$ cat config.mk
export PLATFORM = sky130hd
export DESIGN_NAME = sha256_msg_schedule
export DESIGN_NICKNAME = d
export VERILOG_FILES = /design/src/rtl/sha256_pkg.sv /design/src/rtl/sha256_small_sigma.sv /design/src/rtl/sha256_msg_schedule.sv
export SDC_FILE = /design/constraint.sdc
export NUM_CORES = 1
export LEC_CHECK = 0
export BUFFER_PORTS_ARGS = -buffer_cell sky130_fd_sc_hd__buf_2
export CORE_ASPECT_RATIO = 1.75
export CORE_MARGIN = 2
export CORE_UTILIZATION = 50
export CTS_BUF_LIST = sky130_fd_sc_hd__clkbuf_4 sky130_fd_sc_hd__clkbuf_8
export DETAILED_ROUTE_END_ITERATION = 7
export PLACE_DENSITY = 0.69
export SLEW_MARGIN = 30
export SYNTH_ARGS = -nofsm -noshare
export SYNTH_HDL_FRONTEND = slang
export SYNTH_HIERARCHICAL = 1
export SYNTH_SLANG_ARGS = --single-unit
export TNS_END_PERCENT = 20
$ cat constraint.sdc
create_clock -name clk -period 13 [get_ports clk]
set_input_delay 2.6 -clock clk [delete_from_list [all_inputs] [get_ports clk]]
set_output_delay 2.6 -clock clk [all_outputs]
set_load 0.02 [all_outputs]
$ cat src/rtl/sha256_pkg.sv
// Shared SHA-256 message-schedule types and constants, plus the 32-bit
// rotate helper that the small-sigma functions are built from.
package sha256_pkg;

  localparam int SHA_WORD_W      = 32;
  localparam int SHA_BLOCK_WORDS = 16;
  localparam int SHA_MAX_ROUNDS  = 64;

  typedef logic [SHA_WORD_W-1:0] sha_word_t;

  typedef enum logic {
    LOAD = 1'b0,
    EMIT = 1'b1
  } sched_state_t;

  function automatic sha_word_t rotr(input sha_word_t x, input logic [4:0] n);
    return (x >> n) | (x << (6'd32 - {1'b0, n}));
  endfunction

endpackage

$ cat src/rtl/sha256_small_sigma.sv
// Combinational SHA-256 small sigma pair: s0 = sigma0(x0), s1 = sigma1(x1).
module sha256_small_sigma
  import sha256_pkg::*;
(
  input  logic [31:0] x0,
  input  logic [31:0] x1,
  output logic [31:0] s0,
  output logic [31:0] s1
);

  assign s0 = rotr(x0, 5'd7)  ^ rotr(x0, 5'd18) ^ (x0 >> 3'd3);
  assign s1 = rotr(x1, 5'd17) ^ rotr(x1, 5'd19) ^ (x1 >> 4'd10);

endmodule

$ cat src/rtl/sha256_msg_schedule.sv
// SHA-256 message-schedule expander: loads 16 words of a block, then streams
// W0..W(ROUNDS-1) from a sliding 16-word window, expanding one word per shift.
module sha256_msg_schedule
  import sha256_pkg::*;
#(
  parameter int ROUNDS = 64
) (
  input  logic        clk,
  input  logic        rst,
  input  logic        in_valid,
  output logic        in_ready,
  input  logic [31:0] in_word,
  output logic        out_valid,
  input  logic        out_ready,
  output logic [31:0] out_word,
  output logic [5:0]  out_idx,
  output logic        out_last
);

  localparam logic [5:0] LAST_IDX = 6'(ROUNDS - 1);

  sched_state_t state_r;
  logic [5:0]   cnt_r;
  sha_word_t    win_r [SHA_BLOCK_WORDS];
  sha_word_t    s0_s;
  sha_word_t    s1_s;
  sha_word_t    next_word_s;

  sha256_small_sigma u_sigma (
    .x0 (win_r[1]),
    .x1 (win_r[14]),
    .s0 (s0_s),
    .s1 (s1_s)
  );

  // Next schedule word entering the top of the window on each shift.
  always_comb begin
    next_word_s = s1_s + win_r[9] + s0_s + win_r[0];
  end

  // State, counter and window; every output below decodes directly from these.
  always_ff @(posedge clk) begin
    if (rst) begin
      state_r <= LOAD;
      cnt_r   <= 6'd0;
      for (int i = 0; i < SHA_BLOCK_WORDS; i++) begin
        win_r[i] <= 32'd0;
      end
    end else begin
      case (state_r)
        LOAD: begin
          if (in_valid) begin
            win_r[cnt_r[3:0]] <= in_word;
            if (cnt_r == 6'd15) begin
              state_r <= EMIT;
              cnt_r   <= 6'd0;
            end else begin
              cnt_r <= cnt_r + 6'd1;
            end
          end
        end
        EMIT: begin
          if (out_ready) begin
            for (int i = 0; i < SHA_BLOCK_WORDS - 1; i++) begin
              win_r[i] <= win_r[i+1];
            end
            win_r[SHA_BLOCK_WORDS-1] <= next_word_s;
            if (cnt_r == LAST_IDX) begin
              state_r <= LOAD;
              cnt_r   <= 6'd0;
            end else begin
              cnt_r <= cnt_r + 6'd1;
            end
          end
        end
        default: begin
          state_r <= LOAD;
          cnt_r   <= 6'd0;
        end
      endcase
    end
  end

  // Outputs are forced to zero outside EMIT so idle values match reset values.
  assign in_ready  = (state_r == LOAD);
  assign out_valid = (state_r == EMIT);
  assign out_word  = out_valid ? win_r[0] : 32'd0;
  assign out_idx   = out_valid ? cnt_r : 6'd0;
  assign out_last  = out_valid && (cnt_r == LAST_IDX);

endmodule
# Word-level counts from Yosys, hierarchy flattened
# Memories as Yosys holds them, arrays and structs flattened.
# Index checks and enable logic that the tools add are counted.
dict set report op_classes {
  bitwise 25
  reduce_logical 3
  mux 41
  n_eq_ne 4
  add_sub_neg 4
}
# operator n
set ops {}
lappend ops {{$mux 32} 18}
lappend ops {{$add 32x32->32} 3}
lappend ops {{$xor 32x32->32} 2}
lappend ops {{$or 13x32->32} 1}
lappend ops {{$or 14x32->32} 1}
lappend ops {{$or 15x32->32} 1}
lappend ops {{$or 25x32->32} 1}
lappend ops {{$reduce_or 32->1} 1}
lappend ops {{$xor 32x22->32} 1}
lappend ops {{$xor 32x29->32} 1}
lappend ops {{$mux 6} 5}
lappend ops {{$or 1x1->1} 16}
lappend ops {{$mux 1} 15}
lappend ops {{$pmux 6 s2} 1}
lappend ops {{$add 6x1->6 const B} 1}
lappend ops {{$eq 6x4->1 const B} 1}
lappend ops {{$eq 6x6->1 const B} 1}
lappend ops {{$mux 4} 1}
lappend ops {{$ne 2x2->1 const B} 2}
lappend ops {{$pmux 1 s2} 1}
lappend ops {{$reduce_and 2->1} 1}
lappend ops {{$logic_and 1x1->1} 1}
lappend ops {{$not 1->1} 1}
dict set report word_totals {
  inputBits 36
  ram_bits 512
  ff_bits 7
  out_inout_bits 41
  mem_count 1
}
# memory depth width rd rd_ports_with_merged_regs wr line_no
set mem_list {}
lappend mem_list {win_r 16 32 16 0 16 sha256_msg_schedule.sv:24} ;# sha_word_t win_r [SHA_BLOCK_WORDS];

# Logic depth before layout (Yosys ltp)
# Gate-level depths: netlist of the first run.
dict set report logic_depth {
  word_depth 7
  ltp_mapped 15
  depth_no_buf 15
}

# By module
# The synthesis of the first run kept the hierarchy.
# module area_per_inst_um2 cells_per_inst instances seq_area_each_um2
set modules_own_cells {}
lappend modules_own_cells {sha256_msg_schedule 26095.0 2195 1 15514.9}
lappend modules_own_cells {sha256_small_sigma 1330.0 64 1 0.0}

# Worst setup path after synthesis of the first run
# No wires, ideal clock.
dict set report synth_path {
  path_kind {input to register}
  from {input port rst}
  to {memory win_r[12][0] in the netlist's numbering, enable pin}
  setup_slack_ps 7068
  required_ps 12534
  n_path_buf 1
  arrival_ps 5466
  stages 4
  cell_sequence {buf_2 nor3b_2 nand2_1 o21ai_0}
}
# item line_no
set synth_lines {}
lappend synth_lines {{start: declaration} sha256_msg_schedule.sv:9} ;# input logic rst,
lappend synth_lines {{end: declaration} sha256_msg_schedule.sv:24}

# Worst setup path in the final report of the first run
dict set report layout_path {
  from {register cnt_r[3]}
  to {output port out_last}
}
dict set report layout_via {
  elab_chain_len 2
}
# item line_no
set layout_rtl {}
lappend layout_rtl {{start: declaration} sha256_msg_schedule.sv:23} ;# logic [5:0] cnt_r;
lappend layout_rtl {{start signal: assignment} sha256_msg_schedule.sv:58} ;# cnt_r <= cnt_r + 6'd1;
lappend layout_rtl {{start signal: assignment} sha256_msg_schedule.sv:72} ;# cnt_r <= cnt_r + 6'd1;
lappend layout_rtl {{$eq 6x6->1} sha256_msg_schedule.sv:89} ;# assign out_last = out_valid && (cnt_r == LAST_IDX);
lappend layout_rtl {{$logic_and 1x1->1} sha256_msg_schedule.sv:89}
lappend layout_rtl {{end: declaration} sha256_msg_schedule.sv:17} ;# output logic out_last
# No other way between the ends.

==> impl_metrics.env, run 1 <==
export IMPL_postSynthCellCount=2259
export IMPL_crit_type="reg -> out"
export IMPL_startpoint_type="register"
export IMPL_syn_area_sq_um=27430
export IMPL_grt_pass1_wl_mm=125.0
export IMPL_grt_remaining_overflow=0
export IMPL_power_switching_mw=2.106
export IMPL_finalCriticalPeriod_ns=5.295
export IMPL_synth_cell_type_count=60
export IMPL_cts_hold_buf=0
export IMPL_tritoncts="yes"
export IMPL_vias=18600
export IMPL_track_usage_pct=30.75
export IMPL_antenna_found_initial=4
export IMPL_netSwitchingFraction_pct=37.47
export IMPL_die_w_um=181.0
export IMPL_synth_top_area_share_pct=56.06
export IMPL_cts_root_buf="clkbuf_8"
export IMPL_dpl_hpwl_mm=60.50
export IMPL_r2r_cells=15
export IMPL_power_leakage_nw=11.68
export IMPL_yosysTopAreaCell="edfxtp_1"
export IMPL_layout_drive_gt1_share_pct=12.00
export IMPL_reg2reg_to="win_r[15][31]"
export IMPL_irDropWorstVdd_v=0.0001196
export IMPL_final_nets=2388
export IMPL_min_path_type="reg -> reg"
export IMPL_finalSetupTns_ns=0
export IMPL_wl_per_cell_um=28.96
export IMPL_slew_headroom_pct=38.85
export IMPL_setup_violations=0
export IMPL_path_clk_slew_ns=0.07
export IMPL_sequentialPowerShare_pct=38.2
export IMPL_ys_warnings_count=6
export IMPL_ctsResizeCount=0
export IMPL_p_int_mw=3.515
export IMPL_cts_setup_buffers=0
export IMPL_cts_buffers=79
export IMPL_cp_end_kind="primary output"
export IMPL_power_frac_comb_pct=37.9
export IMPL_drtAntennaViolNets=0
export IMPL_slew_viol_final=0
export IMPL_power_frac_clock_pct=23.9
export IMPL_p_total_mw=5.621
export IMPL_cts_sinks=519
export IMPL_finalHoldViolations=0
export IMPL_fmax_ghz=0.1889
export IMPL_first_iter_violations=1834
export IMPL_coreArea_sq_um=54290
export IMPL_critPathSlowestCell="dfxtp_1"
export IMPL_synth_nets=2392
export IMPL_skew_ns=0.05466
export IMPL_cp_startpoint="cnt_r[3]"
export IMPL_ys_seq_elements=519
export IMPL_io_buffers=76
export IMPL_place_congestion=0.9838
export IMPL_dr_pass1_iters=5
export IMPL_endpoint="out_last"
export IMPL_worstPathMaxFanout=11
export IMPL_worst_pin_slew_ns=0.9163
export IMPL_power_density_nw_per_um2=186.6
export IMPL_rr_startpoint="win_r[14][11]"
export IMPL_avgViaCountPerCell=6.201
export IMPL_finalCritPeriodShare_pct=40.73
export IMPL_cp_slowest_stage_delay_ns=0.74
export IMPL_grt_pass1_vias=18740
export IMPL_crit_chain="nand2_1 -> nor2_1 -> and3_1 -> buf_2"
export IMPL_clk_latency_ns=0.68
export IMPL_drc=0
export IMPL_cp_required_ns=10.40
export IMPL_ios=77
export IMPL_die_y_um=313.8
export IMPL_avgSynthCellArea_sq_um=12.14
export IMPL_synth_main_ff_cell="edfxtp_1"
export IMPL_area_growth_pct=9.850
export IMPL_fin_util_pct=55.49
export IMPL_synth_area_top_cells="edfxtp_1 (56%), a22o_1 (10%), fa_1 (4.5%), xor3_1 (4.3%), nand2b_1 (3.9%)"
export IMPL_cts_buffer_depth=3
export IMPL_start_util_pct=50.51
export IMPL_die_area_sq_um=56810
export IMPL_grt_max_degree=141
export IMPL_rrSetupSlack_ns=8.12
export IMPL_cts_max_level=3
export IMPL_cp_arrival_ns=2.69
export IMPL_ys_async_sr_fraction_pct=0
export IMPL_synth_edf_count=512
export IMPL_rsz0062_at_grt="no"
export IMPL_num_rows=113
export IMPL_synth_seq_area_share_pct=56.57
export IMPL_maxCapViolations=0
export IMPL_outcome="finished, final reports clean"
export IMPL_drt_wl_total_mm=86.87
==> Yosys cell counts, types with 10 or more instances <==
master	n
a21oi_1	32
nand2b_1	172
fa_1	62
nand3_1	16
ha_1	35
clkbuf_1	161
xor2_1	26
a22o_1	323
xor3_1	50
nor2_1	71
inv_1	190
o21ai_0	203
a21o_1	10
edfxtp_1	512
buf_1	34
nand2_1	217
nor3_1	13
==> registers in the layout, summed over array words and instances, names as in the netlist <==
register   flops
win_r        512
cnt_r          6
out_valid      1
==> cells in the final DEF (no fill, tap or decap), types with 6 or more instances in the layout <==
cell type and count:
edfxtp_1 512, a22o_1 323, nand2_1 217, o21ai_0 192, inv_1 190, nand2b_1 172
clkbuf_8 81, buf_2 75, fa_1 62, nor2_1 58, xor3_1 50, ha_1 35
a21oi_1 31, xor2_1 26, clkbuf_4 26, buf_4 26, nand3_1 16, clkinv_1 12
buf_16 11, a21o_1 10, and2_1 9, and3_1 9, nor3_1 9, xnor2_1 9
nor2_4 7, a31oi_1 7, or3_1 7, o211ai_1 7, o21ai_4 7, clkinv_2 7
dfxtp_1 7, nor2_2 6, a211oi_1 6, o21a_1 6, o31ai_1 6
==> per-stage QoR <==
step / cells / setup slack [ns] / instance area (sq um) / hold slack, ns
finish: 3000 / 7.705 / 30130 / 0.5232
floorplan: 2259 / 7.068 / 27430 / 0.4885
CTS: 2998 / 7.329 / 30110 / 0.5187
global placement: 2853 / 7.646 / 28300 / 0.5162
detailed placement: 2864 / 7.643 / 28610 / 0.5189
global route: 2999 / 7.672 / 30120 / 0.5329
==> logic make-up (layout without fill, tap and decap cells) <==
logic type,Yosys count,in the layout,synth area share (%)
AOI/OAI and AO/OA,635,635,16.91
adders and majority gates,97,97,6.123
other,0,2,0
buffers and inverters,391,440,5.397
and+or+nand+nor,528,528,9.334
DFF,519,519,56.57
xor gates and xnor gates,86,86,5.552
muxes,3,3,0.1095
==> power groups by stage <==
stage          registers, mW  logic, mW  clock network [mW]
2_1_floorplan           2.12       1.43                   0
3_3_place_gp            2.17       2.08                   0
3_5_place_dp            2.17       2.09                   0
4_1_cts                 2.14       2.11                1.37
5_1_grt                 2.15       2.28                1.43
6_report                2.15       2.13                1.35
==> worst min path at each step <==
stage / start / end / slack [ns] / depth (start not counted)
after detailed placement: win_r[3][10] / win_r[2][10] / 0.52 / 1
after global placement: win_r[3][5] / win_r[2][5] / 0.52 / 1
after CTS: cnt_r[4] / out_valid / 0.52 / 1
after global routing: win_r[3][2] / win_r[2][2] / 0.53 / 1
after floorplan: cnt_r[4] / out_valid / 0.49 / 1
final: win_r[3][6] / win_r[2][6] / 0.52 / 1
==> critical path: cells and delay by family, from the launching register on <==
kind	cells	cell delay, ns
and+or+nand+nor	3	1.11
DFF	1	0.74
buffers and inverters	1	0.17
==> per-layer routing <==
layer | vias up | global-route usage (%) | share of wire, %
li1 | 8148 | - | -
met1 | 9269 | 35.05 | 34
met2 | 926 | 52.10 | 50
met3 | 256 | 5.642 | 7.8
met4 | 4 | 22.28 | 8.1
met5 | - | 0 | 0.029
==> layout make-up <==
class | instances | area [sq um]
diodes | 2 | 5.005
clock buffers | 107 | 1310
clock inverters | 27 | 193.9
fillers | 4550 | 24170
inverters | 191 | 716.9
multi-input cells | 1349 | 10620
flip-flops and latches | 519 | 15510
well taps | 690 | 863.3
repair buffers | 115 | 907.1
(Power assumes the default switching activity.)
==> inputs of run 2 (changes only) <==
- PLACE_DENSITY: 0.69 -> 0.72
- clock period: 13 -> 4.5 ns (I/O delays scaled with it)
==> run 2 against run 1 <==
Utilization grew 0.72 points. Clock power rose to 2.9 times the previous value. Clock skew is 0.017 ns lower. Non-clock buffer count is 58 higher. Power grew to 3.0 times the previous value. Design area rose by 1.3%. Largest power group is now combinational cells. Combinational power grew to 3.2 times the previous value. First-iteration DRC count rose by 20%.
==> impl_metrics.env, run 2 (same netlist as run 1, synthesis figures left out) <==
export IMPL_finalSetupTns_ns=0
export IMPL_area_growth_pct=11.27
export IMPL_final_nets=2444
export IMPL_finalCriticalPeriod_ns=4.397
export IMPL_cts_sinks=519
export IMPL_grt_pass1_vias=18820
export IMPL_wl_met3_mm=6.556
export IMPL_io_buffers=76
export IMPL_crit_type="reg -> reg"
export IMPL_rsz0062_at_grt="yes"
export IMPL_final_cells=3061
export IMPL_critPathSlowestCell="fa_1"
export IMPL_drt_met1_wl_mm=30.90
export IMPL_cts_hold_buf=0
export IMPL_tritoncts="yes"
export IMPL_regMostFlops="win_r"
export IMPL_power_leakage_nw=11.93
export IMPL_avgViaCountPerCell=6.250
export IMPL_num_rows=113
export IMPL_placedCellCount=2920
export IMPL_worst_pin_slew_ns=0.7829
export IMPL_ios=77
export IMPL_cts_buffer_depth=3
export IMPL_skew_ns=0.03814
export IMPL_cts_max_level=3
export IMPL_fin_area_sq_um=30520
export IMPL_maxCapViolations=0
export IMPL_startpoint_type="register"
export IMPL_grt_pass1_wl_mm=126.2
export IMPL_met2_length_mm=43.75
export IMPL_start_util_pct=50.51
export IMPL_wl_per_cell_um=28.74
export IMPL_worstPathMaxFanout=7
export IMPL_slew_viol_final=0
export IMPL_cp_arrival_ns=4.83
export IMPL_first_iter_violations=2205
export IMPL_drc=0
export IMPL_fmax_ghz=0.2274
export IMPL_path_clk_slew_ns=0.07
export IMPL_finalCritPeriodShare_pct=97.71
export IMPL_outcome="finished, final reports clean"
export IMPL_irDropWorstVdd_v=0.0003620
export IMPL_vias=19130
export IMPL_p_total_mw=16.86
export IMPL_layout_common_cells="edfxtp_1 (512), a22o_1 (323), nand2_1 (217), o21ai_0 (192), inv_1 (190)"
export IMPL_highest_layer="met4"
export IMPL_drtAntennaViolNets=0
export IMPL_layout_drive_gt1_share_pct=14.31
export IMPL_die_y_um=313.8
export IMPL_grt_remaining_overflow=0
export IMPL_cp_slowest_stage_delay_ns=0.52
export IMPL_coreArea_sq_um=54290
export IMPL_grt_max_degree=102
export IMPL_place_congestion=1.001
export IMPL_clk_latency_ns=0.69
export IMPL_antenna_found_initial=2
export IMPL_setup_violations=0
export IMPL_track_usage_pct=30.91
export IMPL_power_density_nw_per_um2=552.4
export IMPL_die_w_um=181.0
export IMPL_cp_required_ns=4.93
export IMPL_dpl_hpwl_mm=61.22
export IMPL_cts_buffers=77
export IMPL_slew_headroom_pct=47.81
export IMPL_drt_wl_total_mm=87.99
export IMPL_finalHoldWorstSlack_ns=0.5305
export IMPL_cts_root_buf="clkbuf_8"
export IMPL_dpl_cell_area_sq_um=28910
export IMPL_cp_end_kind="register"
export IMPL_crit_chain="xor3_1 -> inv_1 -> fa_1 -> fa_1 -> inv_1 -> ha_1 -> and2_1 -> a22o_1 -> nor3_2 -> o31ai_4 -> a41oi_2 -> buf_4 -> o21ai_0 -> a221o_1"
export IMPL_finalHoldViolations=0
export IMPL_largest_reg_flops=512
export IMPL_dr_pass1_iters=8
export IMPL_die_area_sq_um=56810
export IMPL_final_common_cell="edfxtp_1"
export IMPL_min_path_type="reg -> reg"
-- run 2: cell types whose count changed in the layout (fill, tap and decap cells not counted), moves of 4 or more --
cell	delta
clkbuf_8	-4
buf_16	-7
buf_4	+65
clkinv_1	+6
-- run 2: per-stage QoR --
stage,utilization (%),setup slack (ns)
CTS,56.06,0.002113
global placement,53.09,-0.02141
finish,56.21,0.1030
global route,56.20,-0.04526
floorplan,-,0.2406
detailed placement,53.24,0.05040
-- run 2: where the power goes --
group | leakage [nW] | internal [mW] | switching [mW]
Sequential | 5.33 | 5.88 | 0.230
Clock | 0.792 | 2.07 | 1.92
Combinational | 5.81 | 2.58 | 4.18
-- run 2: what timing repair did --
item / in CTS / in global routing
setup endpoints to repair: 0 / 11
buffers inserted: 0 / 1
endpoints found under the hold margin: 0 / 0
gates resized for setup: 0 / 9
-- run 2: area by class of cell --
cell class,count,area (sq um)
inverters,191,716.9
clock inverters,32,261.5
diodes,2,5.005
fillers,4477,23780
repair buffers,173,1229
multi-input cells,1349,10660
flip-flops and latches,519,15510
clock buffers,105,1270
well taps,690,863.3
-- run 2: per-layer routing --
| metal | global-route usage, % | vias up |
|---|---|---|
| met5 | 0 | - |
| met2 | 52.32 | 1016 |
| met3 | 4.727 | 262 |
| met4 | 21.58 | 0 |
| met1 | 36.26 | 9575 |
| li1 | - | 8278 |
-- run 2: critical path, delay by kind of cell, from the launching register on --
kind / cells / cell delay (ns)
buffers and inverters: 3 / 0.29
adders and majority gates: 3 / 1.34
DFF: 1 / 0.46
xor gates and xnor gates: 1 / 0.50
and+or+nand+nor: 2 / 0.54
AOI/OAI and AO/OA: 5 / 1.02
-- run 2: path summary, 6_finish.rpt --
check                       end           from  slack (ns)  cells past startpoint
setup / recovery  win_r[15][31]  win_r[14][29]        0.10                     14
hold / removal      win_r[2][1]    win_r[3][1]        0.53                      1
setup reg to reg  win_r[15][31]  win_r[14][29]        0.10                     14
hold reg to reg     win_r[2][1]    win_r[3][1]        0.53                      1
